--- src/rtl/nw_pair_loader.sv ---
// rtl/nw_pair_loader.sv - loads top/left string pairs from a beat stream and issues them to the alignment grid
module nw_pair_loader #(
  parameter int S_LEN    = 64,
  parameter int C_WIDTH  = 2,
  parameter int IN_WIDTH = 64
) (
  input  logic                       clk,
  input  logic                       rst,
  input  logic                       start,
  input  logic [31:0]                num_pairs,
  input  logic                       in_valid,
  output logic                       in_ready,
  input  logic [IN_WIDTH-1:0]        in_data,
  output logic                       grid_valid,
  output logic [S_LEN*C_WIDTH-1:0]   t_str,
  output logic [S_LEN*C_WIDTH-1:0]   l_str,
  output logic                       busy,
  output logic                       done,
  output logic [31:0]                pairs_issued
);

  localparam int SW    = S_LEN * C_WIDTH;
  localparam int BEATS = SW / IN_WIDTH;
  localparam int CW    = (BEATS > 1) ? $clog2(BEATS) : 1;
  localparam logic [CW-1:0] LAST_BEAT = CW'(BEATS - 1);

  // A string must split into a whole number of input beats.
  if ((SW % IN_WIDTH) != 0) begin : g_width_check
    $error("nw_pair_loader: S_LEN*C_WIDTH must be a multiple of IN_WIDTH");
  end

  typedef enum logic [2:0] {
    IDLE   = 3'd0,
    LOAD_T = 3'd1,
    LOAD_L = 3'd2,
    ISSUE  = 3'd3,
    DONE   = 3'd4
  } state_t;

  state_t          state;
  state_t          state_nxt;
  logic [CW-1:0]   beat_cnt;
  logic [31:0]     num_lat;
  logic [SW-1:0]   t_stage;
  logic [SW-1:0]   l_stage;
  logic [SW-1:0]   l_merged;
  logic            accept;
  logic            last_beat;

  assign accept    = in_valid && in_ready;
  assign last_beat = (beat_cnt == LAST_BEAT);

  // State register; reset wins over everything else.
  always_ff @(posedge clk) begin
    if (rst) begin
      state <= IDLE;
    end else begin
      state <= state_nxt;
    end
  end

  // Next-state logic: start only matters in IDLE, loads advance on the final accepted beat.
  always_comb begin
    state_nxt = state;
    case (state)
      IDLE: begin
        if (start) begin
          state_nxt = (num_pairs == 32'd0) ? DONE : LOAD_T;
        end
      end
      LOAD_T: begin
        if (accept && last_beat) begin
          state_nxt = LOAD_L;
        end
      end
      LOAD_L: begin
        if (accept && last_beat) begin
          state_nxt = ISSUE;
        end
      end
      ISSUE: begin
        state_nxt = ((pairs_issued + 32'd1) == num_lat) ? DONE : LOAD_T;
      end
      DONE: begin
        state_nxt = IDLE;
      end
      default: begin
        state_nxt = IDLE;
      end
    endcase
  end

  // Outputs decoded purely from state so in_ready never follows in_valid.
  always_comb begin
    in_ready   = 1'b0;
    grid_valid = 1'b0;
    busy       = 1'b1;
    done       = 1'b0;
    case (state)
      IDLE:    busy       = 1'b0;
      LOAD_T:  in_ready   = 1'b1;
      LOAD_L:  in_ready   = 1'b1;
      ISSUE:   grid_valid = 1'b1;
      DONE:    done       = 1'b1;
      default: busy       = 1'b0;
    endcase
  end

  // Left string as it will look once the beat currently on in_data is written.
  always_comb begin
    l_merged = l_stage;
    l_merged[int'(beat_cnt) * IN_WIDTH +: IN_WIDTH] = in_data;
  end

  // Datapath: staging fills, output strings load on the final left beat so they are valid during ISSUE.
  always_ff @(posedge clk) begin
    if (rst) begin
      beat_cnt     <= '0;
      num_lat      <= '0;
      pairs_issued <= '0;
      t_stage      <= '0;
      l_stage      <= '0;
      t_str        <= '0;
      l_str        <= '0;
    end else begin
      case (state)
        IDLE: begin
          if (start) begin
            num_lat      <= num_pairs;
            pairs_issued <= '0;
            beat_cnt     <= '0;
          end
        end
        LOAD_T: begin
          if (accept) begin
            t_stage[int'(beat_cnt) * IN_WIDTH +: IN_WIDTH] <= in_data;
            beat_cnt <= last_beat ? '0 : beat_cnt + 1'b1;
          end
        end
        LOAD_L: begin
          if (accept) begin
            l_stage[int'(beat_cnt) * IN_WIDTH +: IN_WIDTH] <= in_data;
            if (last_beat) begin
              beat_cnt <= '0;
              t_str    <= t_stage;
              l_str    <= l_merged;
            end else begin
              beat_cnt <= beat_cnt + 1'b1;
            end
          end
        end
        ISSUE: begin
          pairs_issued <= pairs_issued + 32'd1;
        end
        default: begin
        end
      endcase
    end
  end

endmodule

--- config.mk ---
export PLATFORM = sky130hd
export DESIGN_NAME = nw_pair_loader
export DESIGN_NICKNAME = d
export VERILOG_FILES = /design/src/rtl/nw_pair_loader.sv
export SDC_FILE = /design/constraint.sdc
export NUM_CORES = 1
export LEC_CHECK = 0
export CAP_MARGIN = 20
export CORE_MARGIN = 5
export CORE_UTILIZATION = 45
export DETAILED_ROUTE_END_ITERATION = 16
export DONT_BUFFER_PORTS = 1
export GPL_TIMING_DRIVEN = 0
export PLACE_DENSITY_LB_ADDON = 0.2
export SETUP_SLACK_MARGIN = 0.05
export SLEW_MARGIN = 0
export SYNTH_ARGS = -nofsm -noshare
export SYNTH_HDL_FRONTEND = slang
export SYNTH_SLANG_ARGS = --single-unit
--- constraint.sdc ---
create_clock -name clk -period 5.4 [get_ports clk]
set_input_delay 0.81 -clock clk [delete_from_list [all_inputs] [get_ports clk]]
set_output_delay 0.81 -clock clk [all_outputs]
set_load 0.03 [all_outputs]
Yosys cells after proc, flatten, opt, wreduce, memory -nomap -nowiden

Index checks and enable logic that the tools add are counted.

Register bits: 580
Word-level logic and storage cells: 55

Reductions and logical operators: 15
Eq/ne operators: 9
Shift-type cells: 2
$add $sub $neg: 3
Mux-type cells: 18

Operator list:

| operator                                                 | number |
|---|---|
| bitwise mux 128 bit                                      | 2 |
| variable shift 64 x 33 -> 128 bit (first input constant) | 1 |
| variable part select 64 x 33 -> 128 bit                  | 1 |
| one-hot mux 32 bit (2 select lines)                      | 1 |
| negator 7 -> 33 bit                                      | 1 |
| adder 32 x 1 -> 32 bit (second input constant)           | 1 |
| == test 32 bit                                           | 1 |
| zero test 32 bit                                         | 1 |
| 2-to-1 mux 32 bit                                        | 1 |
| 2-to-1 mux 3 bit                                         | 5 |
| one-hot mux 3 bit (4 select lines)                       | 1 |
| AND reduction 3 bit                                      | 3 |
| AND reduction 2 bit                                      | 4 |
| 2-to-1 mux 1 bit                                         | 7 |
| == test 3 x 2 -> 1 bit (second input constant)           | 2 |
| inequality test 2 bit (second input constant)            | 3 |
| nonzero test 2 bit                                       | 2 |
| OR reduction 4 bit                                       | 1 |
| == test 3 x 1 -> 1 bit (second input constant)           | 1 |
| == test 3 bit (second input constant)                    | 1 |
| zero test 3 bit                                          | 1 |
| logical AND 1 bit                                        | 2 |
| inequality test 2 x 1 -> 1 bit (second input constant)   | 1 |
| one-hot mux 1 bit (2 select lines)                       | 1 |
| other kinds (2)                                          | 2 |

Logic depth before layout (Yosys ltp)

Gate-level depths: netlist of the first run.

Depth in word-level cells: 7
Mapped depth: 10
Gate-level depth less buffers: 9

Worst setup path after synthesis of the first run

Ideal clock, no wire load.

Kind: register to register
From: register pairs_issued[10]
To: register state[2]
Stages on the path, launching flop included: 11
Setup slack: 2.726 ns
Data required time: 5.327 ns
Arrival time: 2.601 ns
Path through: dfxtp_1 buf_2 nand4_4 or3_1 buf_2 or4_1 a32oi_1 a21oi_1 nor4_2 a41oi_1 nor3_2

Cells in the longest elaborated chain, start to end: 4

Ends and longest elaborated chain:

| what                               | line | RTL |
|---|---|---|
| from (decl)                        | 19   | `output logic [31:0] pairs_issued` |
| from (signal assigned)             | 153  | `pairs_issued <= pairs_issued + 32'd1;` |
| adder 32 x 1 -> 32 bit             | 82   | `state_nxt = ((pairs_issued + 32'd1) == num_lat) ? DONE : LOAD_T;` |
| == test 32 bit                     | 82   |  |
| 2-to-1 mux 3 bit                   | 82   |  |
| one-hot mux 3 bit (4 select lines) | 65   | `case (state)` |
| to (signal assigned)               | 58   | `state <= state_nxt;` |
| to (decl)                          | 40   | `state_t state;` |

Every way passes these cells.
A chain may end at the register's enable or synchronous reset.

Worst setup path after layout of the first run

From: register state[0]
To: output port grid_valid

Cells in the longest elaborated chain, start to end: 2

Ends and longest elaborated chain:

| what                   | line | RTL |
|---|---|---|
| == test 3 x 2 -> 1 bit | 99   | `case (state)` |
| 2-to-1 mux 1 bit       | 99   |  |
| to (decl)              | 14   | `output logic grid_valid,` |

Every way passes these cells.

==> results of run 1 <==
cell families after synthesis:
logic type	synth area share
simple gates	0.250
compound gates	0.150
flops	0.536
buf+inv	0.0401
xor+xnor	0.0223
mux	0.00104
fa+ha+maj	0.000649
Yosys cell counts (2+ instances only):
cell type,instances
o31ai_1,2
nor3_1,17
or4_1,5
a22oi_1,2
nand4b_1,2
and4_1,4
or3_1,11
a21oi_1,518
inv_1,5
nand2_1,1007
buf_2,10
or2_2,3
nor2_1,47
mux2i_1,2
and3_1,7
nand4_1,17
o21ai_0,24
nor3b_1,3
a31oi_1,6
clkbuf_1,179
and2_1,5
xnor2_1,32
buf_1,7
and4b_1,2
dfxtp_1,516
nand3_1,13
a311oi_1,6
xor2_1,17
nor4b_1,3
nand2b_1,3
nand3b_1,4
nor4_1,22
through the flow:
stage / utilization / std cells / hold slack, ps
after floorplan: - / 2517 / 432
after global placement: 0.473 / 3056 / 436
after detailed placement: 0.473 / 3056 / 444
after CTS: 0.514 / 3150 / 317
after global routing: 0.514 / 3150 / 323
final: 0.514 / 3150 / 341
final timing paths:
check,startpoint,slack [ps],end
max,state[0]$_SDFFE_PP0P_,1770,grid_valid
min,in_data[62],340,l_str[126]$_SDFFE_PP0P_
max reg2reg,pairs_issued[0]$_SDFFE_PP0P_,1870,state[2]$_SDFFE_PP0P_
min reg2reg,t_stage[99]$_SDFFE_PP0P_,440,t_str[99]$_SDFFE_PP0P_
per-layer routing:
layer,GRT usage,up-vias,share of wire
met5,0,-,0.00020
met4,0.0838,2,0.031
met3,0.0842,113,0.091
met2,0.452,533,0.47
met1,0.334,8258,0.41
li1,-,8347,-
layout make-up:
type / instances / area, um2
fill: 4126 / 20500
sequential: 516 / 10300
multi-input combinational: 1799 / 8160
clock buffer: 82 / 1550
buffer: 197 / 753
tap: 539 / 674
clock inverter: 12 / 181
inverter: 5 / 18.8
cell usage in the layout, fill, tap and decap left out, types with 5 or more instances in the layout:
cell          n
and3_1        7
nor4_1       22
or4_1         5
o21ai_0      24
a21oi_1     518
a31oi_1       6
a311oi_1      6
nor2_1       47
nand3_1      13
clkbuf_16    52
or3_1        11
inv_1         5
nand4_1      17
dfxtp_1     516
and2_1        5
xnor2_1      32
clkbuf_8     14
nand2_1    1007
buf_1         7
clkbuf_1    195
nor3_1       17
buf_2        10
xor2_1       17
power by group through the flow:
stage / registers [uW] / clock network, uW / logic, uW
after floorplan: 4000 / 0 / 321
after global placement: 4010 / 0 / 449
after detailed placement: 4020 / 0 / 459
after CTS: 3930 / 3720 / 462
after global routing: 3940 / 3890 / 512
final: 3930 / 3670 / 464
sequential cells by signal (all words and copies together) (netlist names):
register      count
l_str           128
state             3
beat_cnt          1
t_str           128
t_stage         128
num_lat          32
pairs_issued     32
l_stage          64
worst max-delay path, stage by stage (launching register included):
cell and delay, ps:
dfxtp_1 340, clkbuf_1 380, nand2_1 80, or2_2 270
clkbuf_1 210, inv_1 140, clkbuf_1 800
==> impl_results.md, run 1 <==
* Routed len/inst at 21.0 um
* Clk root buf: clkbuf_16
* Leak Pwr at 0.00697 uW
* Slew @ Worst Pin at 1220 ps
* First-pass GRT wire length at 99900 um
* Number of antenna diodes at 0
* CP Launch Type: register
* 1st-pass router iterations at 5
* Synth Cell Area at 19300 um2
* Share of layout cells above drive strength 1 at 0.0379
* Number of global-route vias before repair at 16590
* EDFF count, synth at 0
* Number of remaining DRC errors at 0
* Max Fanout on Critical Path at 10
* Clock Path Buffers at 3
* Cell variety after synth at between 40 and 50
* Vias/cell at 5.48
* Post-detailed-route count of antenna-violating nets at 0
* Max-slew violations at 0
* Synth-to-layout area growth at 12.5%
* Yosys reg bits at about 520
* Int Pwr at 6170 uW
* Top-area cell type share of the netlist area at 0.536
* Total Negative Setup Slacks at 0 ps
* Status: complete, no violations
* CP arrival at 2820 ps
* Hold Path Depth at 2
* Period utilization at 0.672
* DP Wirelength at 49600 um
* Starting Density at 0.457
* Sequential fraction of the synthesis area at 0.536
* Syn_area_per_cell at 7.65 um2
* Ys flop type: dfxtp_1
* Post-CTS sizing at 0
* Post-synth ARST share at 0
* Hold Buf Count CTS at 0
* Rows at 75
* Global route total overflow at 0
* Minimum clock period at 3630 ps
* Fin area at 21700 um2
* Largest cells by area after synthesis: dfxtp_1 54%, nand2_1 20%, a21oi_1 13%, clkbuf_1 3.5%, xnor2_1 1.5%
* RSZ-0062 raised after global routing: false
* Initial antenna violation count at 1
* Clk_skew at 22.6 ps
* Die X at 217 um
* Worst-Skew Late Latency at 600 ps
* Logic pwr share at 0.057
* Largest net degree at the start of global routing at 14
* GR Util All Layers at 0.270
* CTS H-Tree Depth at 2
* Num Clock Sinks at 516
* Post-synth top area cell: dfxtp_1
* Chip height at 217 um
* CP Capture Type: output port
* CTS tree: built
* Worst Setup Path Type: reg -> out
* Ports at 392
* # port buffers at 0
* CTS clk-pin slew, worst paths at 60 ps
* Max-cap violations at 0
* Cell area after placement at 19900 um2
* Clock Power Share at 0.455
* Hold Path Class: in -> reg
* Fin. Hold Viols at 0
* Pwr Total at 8070 uW
* Warnings, synthesis at 0
* R2R cell count at 10
* Num CTS Buffers at 52
* Flop pwr share at 0.488
* Slew HR at 0.190
* Power Density at roughly 370 nW/um2
* Final worst slack at 1770 ps
* Drt initial violations at 1064
* Sw power at 1900 uW
* Pre-CTS setup slack at around 1900 ps
* Die area at 47000 um2
* Routed WL at 66300 um
* Peak Freq at approximately 280 MHz
* GPL Wtd Cong at approximately 0.9
* # setup viols final at 0
* CORE AREA at 42100 um2
* Net count of the mapped netlist at 2618
* Worst vdd ir at between 0.2 and 0.3 mV
* Vias at 17253
* Sw frac at 0.235
* Final #Nets at around 2700
* CP required at 4590 ps
* Gate Count Post-Synth at 2517
* # Post-CTS Setup Buffers at 0
No activity file was read; power rests on OpenSTA's default activity.
==> inputs of run 2 (changes only) <==
clock period = 3.1 ns   (was 5.4 ns; I/O delays follow)
==> run 2 against run 1 <==
Compared with the run above: final cell count grew 3.0%; critical endpoint is now state[2]$_SDFFE_PP0P_; combinational power increased by 110%; critical path type is now reg -> reg; clock power grew 74%; cell area up 4.9%.
==> impl_results.md, run 2 (synthesis results as in run 1) <==
* Max-cap violations at 0
* CP Capture Type: register
* Worst path top cell family by delay: simple AND/OR/NAND/NOR gates
* Hold Path Depth at 2
* Ports at 392
* Pre-CTS setup slack at -377 ps
* Max Fanout on Critical Path at 10
* CP max stage cell: nor4_2
* Most frequent cells in the layout: 1006 x nand2_1, 518 x a21oi_1, 501 x dfxtp_1
* GR Util All Layers at 0.277
* Num CTS Buffers at 52
* GPL Wtd Cong at 0.920
* RSZ-0062 raised after global routing: true
* First-pass GRT wire length at slightly above 100000 um
* WHS at 17.4 ps
* Routed len/inst at 21.0 um
* CP Launch Type: register
* Met2 wire length at 31500 um
* Slew @ Worst Pin at roughly 1100 ps
* Buf+Inv Stages, Crit Path at 1
* Worst vdd ir at ~0.48 mV
* CTS H-Tree Depth at 2
* Post-detailed-route count of antenna-violating nets at 0
* Worst Setup Path Type: reg -> reg
* Pwr Total at 14200 uW
* CORE AREA at between 40000 and 50000 um2
* Share of layout cells above drive strength 1 at 0.0510
* Vias/cell at 5.48
* # setup viols final at 0
* Final #Nets at 2766
* Initial antenna violation count at 3
* FF-to-FF End: state[2]$_SDFFE_PP0P_
* Worst R2R Start: pairs_issued[18]$_SDFFE_PP0P_
* R2R cell count at 9
* Critical Path Stages at 9
* Die X at approximately 220 um
* Period utilization at 0.952
* Top Registers: l_str: 128 flops, t_stage: 128 flops, t_str: 128 flops
* Clk_skew at 20.3 ps
* Setup crit start: pairs_issued[18]$_SDFFE_PP0P_
* Crit path largest cell delay at 540 ps
* Num Clock Sinks at between 500 and 600
* CTS clk-pin slew, worst paths at 60 ps
* CP arrival at 3470 ps
* Most common cell after layout, fill and taps aside: nand2_1
* Peak Freq at 339 MHz
* Metal3 WL at 6390 um
* Starting Density at 0.457
* Synth-to-layout area growth at 18.1%
* Drt initial violations at 1301
* Number of global-route vias before repair at 17177
* Vias at 17792
* # port buffers at 0
* Rows at 75
* Hold Path Class: in -> reg
* Clock Path Buffers at 3
* Crit-path cells: buf_2 -> nand4_1 -> nor4_2 -> nand4_1 -> xnor2_2 -> nand2_1 -> nor4bb_2 -> a41oi_1 -> nor3_2
* Critical Path End: state[2]$_SDFFE_PP0P_
* Chip height at 217 um
* DR top layer: met5
* Flop2flop setup slack at about 150 ps
* Total Negative Setup Slacks at 0 ps
* 1st-pass router iterations at 5
* Power Density at 625 nW/um2
* CP most frequent cell: nand4_1
* Met1 Routed Length at 27900 um
* Final worst slack at about 150 ps
* Largest net degree at the start of global routing at 14
* CP required at 3620 ps
* Routed WL at 68300 um
* Slew HR at 0.276
* DP Wirelength at 49600 um
* Clk root buf: clkbuf_16
* Global route total overflow at 0
* Max-slew violations at 0
* Die area at 47000 um2
* Fin. Hold Viols at 0
* Number of remaining DRC errors at 0
* CTS tree: built
* Worst-Skew Late Latency at 600 ps
* Minimum clock period at 2950 ps
* Status: complete, no violations
* Leak Pwr at roughly 0.0074 uW
==> run 2: how the worst min path moves through the flow <==
| stage | start | to | slack [ps] |
|---|---|---|---|
| floorplan | t_stage[117]$_SDFFE_PP0P_ | t_str[117]$_SDFFE_PP0P_ | 430 |
| global placement | t_stage[86]$_SDFFE_PP0P_ | t_str[86]$_SDFFE_PP0P_ | 440 |
| detailed placement | t_stage[71]$_SDFFE_PP0P_ | t_str[71]$_SDFFE_PP0P_ | 440 |
| CTS | in_data[7] | t_stage[7]$_SDFFE_PP0P_ | 0.01 |
| global route | in_data[35] | t_stage[99]$_SDFFE_PP0P_ | 2 |
| finish | in_data[3] | t_stage[3]$_SDFFE_PP0P_ | 20 |
==> run 2: layout make-up <==
type / instances / area (um2)
Sequential cell: 516 / 10400
Inverter: 5 / 18.8
Antenna cell: 2 / 5.00
Buffer: 196 / 769
Fill cell: 4037 / 19400
Tap cell: 539 / 674
Clock buffer: 82 / 1550
Multi-Input combinational cell: 1799 / 8240
Clock inverter: 12 / 181
Timing Repair Buffer: 95 / 946
==> run 2: layer usage <==
layer  vias up  track usage
met5         -            0
met4         2       0.0984
met3       149       0.0889
met2       639        0.460
met1      8455        0.342
li1       8547            -
==> run 2: per-stage QoR <==
stage,utilization,area (um2),cells
4_1_cts,0.537,22600,3243
2_1_floorplan,-,19300,2517
3_3_place_gp,0.473,19900,3056
3_5_place_dp,0.473,19900,3056
5_1_grt,0.540,22700,3244
6_report,0.540,22700,3246
==> run 2: report_power, final <==
| group | switching (uW) | internal (uW) | total (uW) |
|---|---|---|---|
| Combinational | 659 | 306 | 965 |
| Sequential | 88.5 | 6770 | 6850 |
| Clock | 2630 | 3760 | 6400 |
==> run 2: worst reg2reg max path, stage by stage (launching register included) <==
cell,delay [ps]
dfxtp_1,510
buf_2,270
nand4_1,200
nor4_2,540
nand4_1,290
xnor2_2,300
nand2_1,110
nor4bb_2,330
a41oi_1,190
nor3_2,130
==> run 2: what timing repair did <==
action | CTS | global route
hold buffers | 93 | 0
endpoints found under the setup margin | 15 | 131
hold endpoints to repair | 243 | 0
resized for setup | 12 | 43
pin swaps | 0 | 2
setup buffers | 0 | 2
==> inputs of run 3 (changes only) <==
ABC_AREA = 1   (was unset)
CAP_MARGIN = 10   (was 20)
clock period = 2.75 ns   (was 3.1 ns; I/O delays follow)
==> run 3 against run 2 <==
Compared with the run above: maximum frequency rose by 16%; count of clock-buffer cells in the layout down 6; largest power group unchanged; critical path depth did not move; clock power is 22% higher; first-iteration DRC count increased by 23%; sequential share of layout area down 2.5 points; worst hold slack improved by 6.6 ps; synthesized cell count rose by 7.5%; critical endpoint is now l_str[67]$_SDFFE_PP0P_; combinational power increased to 3.2 times the previous value.
==> impl_results.md, run 3 <==
* Period utilization at 0.927
* Worst path top cell family by delay: buffers and inverters
* Syn_area_per_cell at 7.57 um2
* Routed len/inst at 21.4 um
* Status: complete, no violations
* Rows at between 70 and 80
* Post-synth ARST share at 0
* Crit-path cells: inv_1 -> nor3_1 -> inv_1 -> nor2_2 -> nand2_4 -> clkbuf_4 -> clkbuf_2 -> o21ai_0 -> a21oi_1
* Fin. Hold Viols at 0
* CP most frequent cell: inv_1
* Sw power at 5850 uW
* Drt initial violations at roughly 1600
* Number of remaining DRC errors at 0
* CP Launch Type: register
* WHS at 24.0 ps
* Die X at between 200 and 250 um
* Max Fanout on Critical Path at 10
* Fillers at 4327
* Vias/cell at 5.59
* Chip height at approximately 220 um
* GPL Wtd Cong at 0.930
* CP arrival at 3020 ps
* Routed WL at 74600 um
* Worst-Skew Late Latency at 620 ps
* Largest cells by area after synthesis: dfxtp_1 50%, a21oi_1 9.5%, nand2_1 8.9%, nand3_1 5.5%, inv_1 5.1%
* Largest net degree at the start of global routing at 15
* CTS H-Tree Depth at 2
* Synth-to-layout area growth at 17.7%
* Number of global-route vias before repair at about 19000
* Slew @ Worst Pin at between 1000 and 1500 ps
* Max-cap violations at 0
* Clock Power Share at 0.405
* Yosys reg bits at 516
* Minimum clock period at roughly 2500 ps
* Top-area cell type share of the netlist area at 0.504
* # setup viols final at 0
* Vias at 19511
* Hold Path Depth at 2
* Post-synth top area cell: dfxtp_1
* Post-synth top cells: 516 x dfxtp_1, 488 x nand2_1, 387 x a21oi_1
* Warnings, synthesis at 0
* Global route total overflow at 0
* R2R cell count at 9
* EDFF count, synth at 0
* FF-to-FF End: l_str[67]$_SDFFE_PP0P_
* Buf+Inv Stages, Crit Path at 4
* CTS tree: built
* Peak Freq at 392 MHz
* Flop2flop setup slack at 200 ps
* Net count of the mapped netlist at 2806
* Worst vdd ir at 0.508 mV
* 1st-pass router iterations at 6
* Logic pwr share at 0.160
* Synth Cell Area at 20500 um2
* First-pass GRT wire length at 112000 um
* # port buffers at 0
* Crit path largest cell delay at 420 ps
* Max-slew violations at 0
* GR Util All Layers at 0.285
* CTS clk-pin slew, worst paths at 60 ps
* Hold Path Origin: in_data[62]
* Share of layout cells above drive strength 1 at 0.0544
* Flop pwr share at 0.436
* Final #Nets at 2949
* Worst R2R Start: state[1]$_SDFFE_PP0P_
* Clk_skew at 32.2 ps
* Int Pwr at 13500 uW
* Clk root buf: clkbuf_16
* Cell variety after synth at 29
* Cell area after placement at ~21000 um2
* CP Capture Type: register
* Sw frac at 0.302
* Top-count cell post-synth: dfxtp_1
* Pwr Total at between 15000 and 20000 uW
* RSZ-0062 raised after global routing: true
* Worst Setup Path Type: reg -> reg
* Num CTS Buffers at 54
* Gate Count Post-Synth at between 2000 and 3000
* Ys flop type: dfxtp_1
* Ports at 392
* Die area at 49900 um2
* Hold path endpoint: l_str[126]$_SDFFE_PP0P_
* Finished Core Util at 0.534
* Clock Path Buffers at 3
* Power Density at 804 nW/um2
* Fin area at 24100 um2
* Num Clock Sinks at 516
* DP Wirelength at 54800 um
* Leak Pwr at 0.00822 uW
* Post-detailed-route count of antenna-violating nets at 0
* CORE AREA at 45200 um2
* Slew HR at 0.279
* Most common cell after layout, fill and taps aside: dfxtp_1
* CP required at 3220 ps
* Most frequent cells in the layout: 495 x dfxtp_1, 486 x nand2_1, 387 x a21oi_1
* Starting Density at 0.453
* Hold Path Class: in -> reg
* Initial antenna violation count at 3
* Sequential fraction of the synthesis area at 0.504
* Top Registers: l_str: 128 flops, t_stage: 128 flops, t_str: 128 flops
* CP max stage cell: o21ai_0
==> run 3: logic make-up (layout without fill, tap and decap cells) <==
kind of cell,count (synthesis),in the layout,share of synthesized area
AND/OR/NAND/NOR,1081,1081,0.238
AO/OA/AOI/OAI,616,616,0.167
flip-flops,516,516,0.504
buffers and inverters,488,671,0.0894
XOR/XNOR,3,3,0.00128
adder cells (fa/ha/maj),1,1,0.000611
other,0,1,0
==> run 3: worst max path at each step <==
stage / from / end / slack (ps) / cells past startpoint
after floorplan: pairs_issued[0]$_SDFFE_PP0P_ / state[0]$_SDFFE_PP0P_ / 490 / 18
after global placement: in_valid / l_str[110]$_SDFFE_PP0P_ / -620 / 8
after detailed placement: in_valid / l_str[116]$_SDFFE_PP0P_ / -630 / 8
after CTS: state[2]$_SDFFE_PP0P_ / l_str[37]$_SDFFE_PP0P_ / 40 / 7
after global routing: pairs_issued[10]$_SDFFE_PP0P_ / state[2]$_SDFFE_PP0P_ / 10 / 16
final: state[1]$_SDFFE_PP0P_ / l_str[67]$_SDFFE_PP0P_ / 200 / 9
==> run 3: metal layers <==
| layer | track usage | vias up | part of all wire |
|---|---|---|---|
| li1 | - | 9368 | - |
| met1 | 0.336 | 9158 | 0.38 |
| met2 | 0.476 | 825 | 0.47 |
| met3 | 0.101 | 160 | 0.11 |
| met4 | 0.111 | 0 | 0.040 |
| met5 | 0 | - | 0 |
==> run 3: layout make-up <==
class                           instances  area [um2]  area share
Sequential cell                       516       10400       0.430
Multi-Input combinational cell       1701        8380       0.348
Clock buffer                           76        1540      0.0640
Inverter                              277        1040      0.0431
Timing Repair Buffer                   87         866      0.0359
Buffer                                211         810      0.0336
Tap cell                              600         751      0.0311
Clock inverter                         20         353      0.0146
Antenna cell                            1        2.50    0.000104
==> run 3: per-stage QoR <==
step	std cells	setup WS [ps]	TNS (ps)
2_1_floorplan	2705	491	0
6_report	3489	202	0
3_5_place_dp	3305	-634	-60480
4_1_cts	3486	44.2	0
3_3_place_gp	3305	-620	-50370
5_1_grt	3489	12.4	0
==> run 3: worst register-to-register path: stages (launching register included) <==
cell and delay (ps):
dfxtp_1 360, inv_1 80, nor3_1 230, inv_1 140
nor2_2 280, nand2_4 220, clkbuf_4 310, clkbuf_2 280
o21ai_0 430, a21oi_1 80
==> run 3: repair_timing <==
item / CTS / global route
resized for setup: 25 / 42
pin swaps: 0 / 3
endpoints found under the setup margin: 260 / 154
buffers inserted: 0 / 2
hold endpoints to repair: 251 / 0
hold buffers: 85 / 0
==> run 3: power groups by stage <==
stage	clock network [uW]	registers (uW)	logic [uW]
finish	7840	8440	3100
global route	8250	8490	3410
CTS	7950	8430	3030
detailed placement	0	8590	2830
global placement	0	8580	2780
floorplan	0	8500	1970
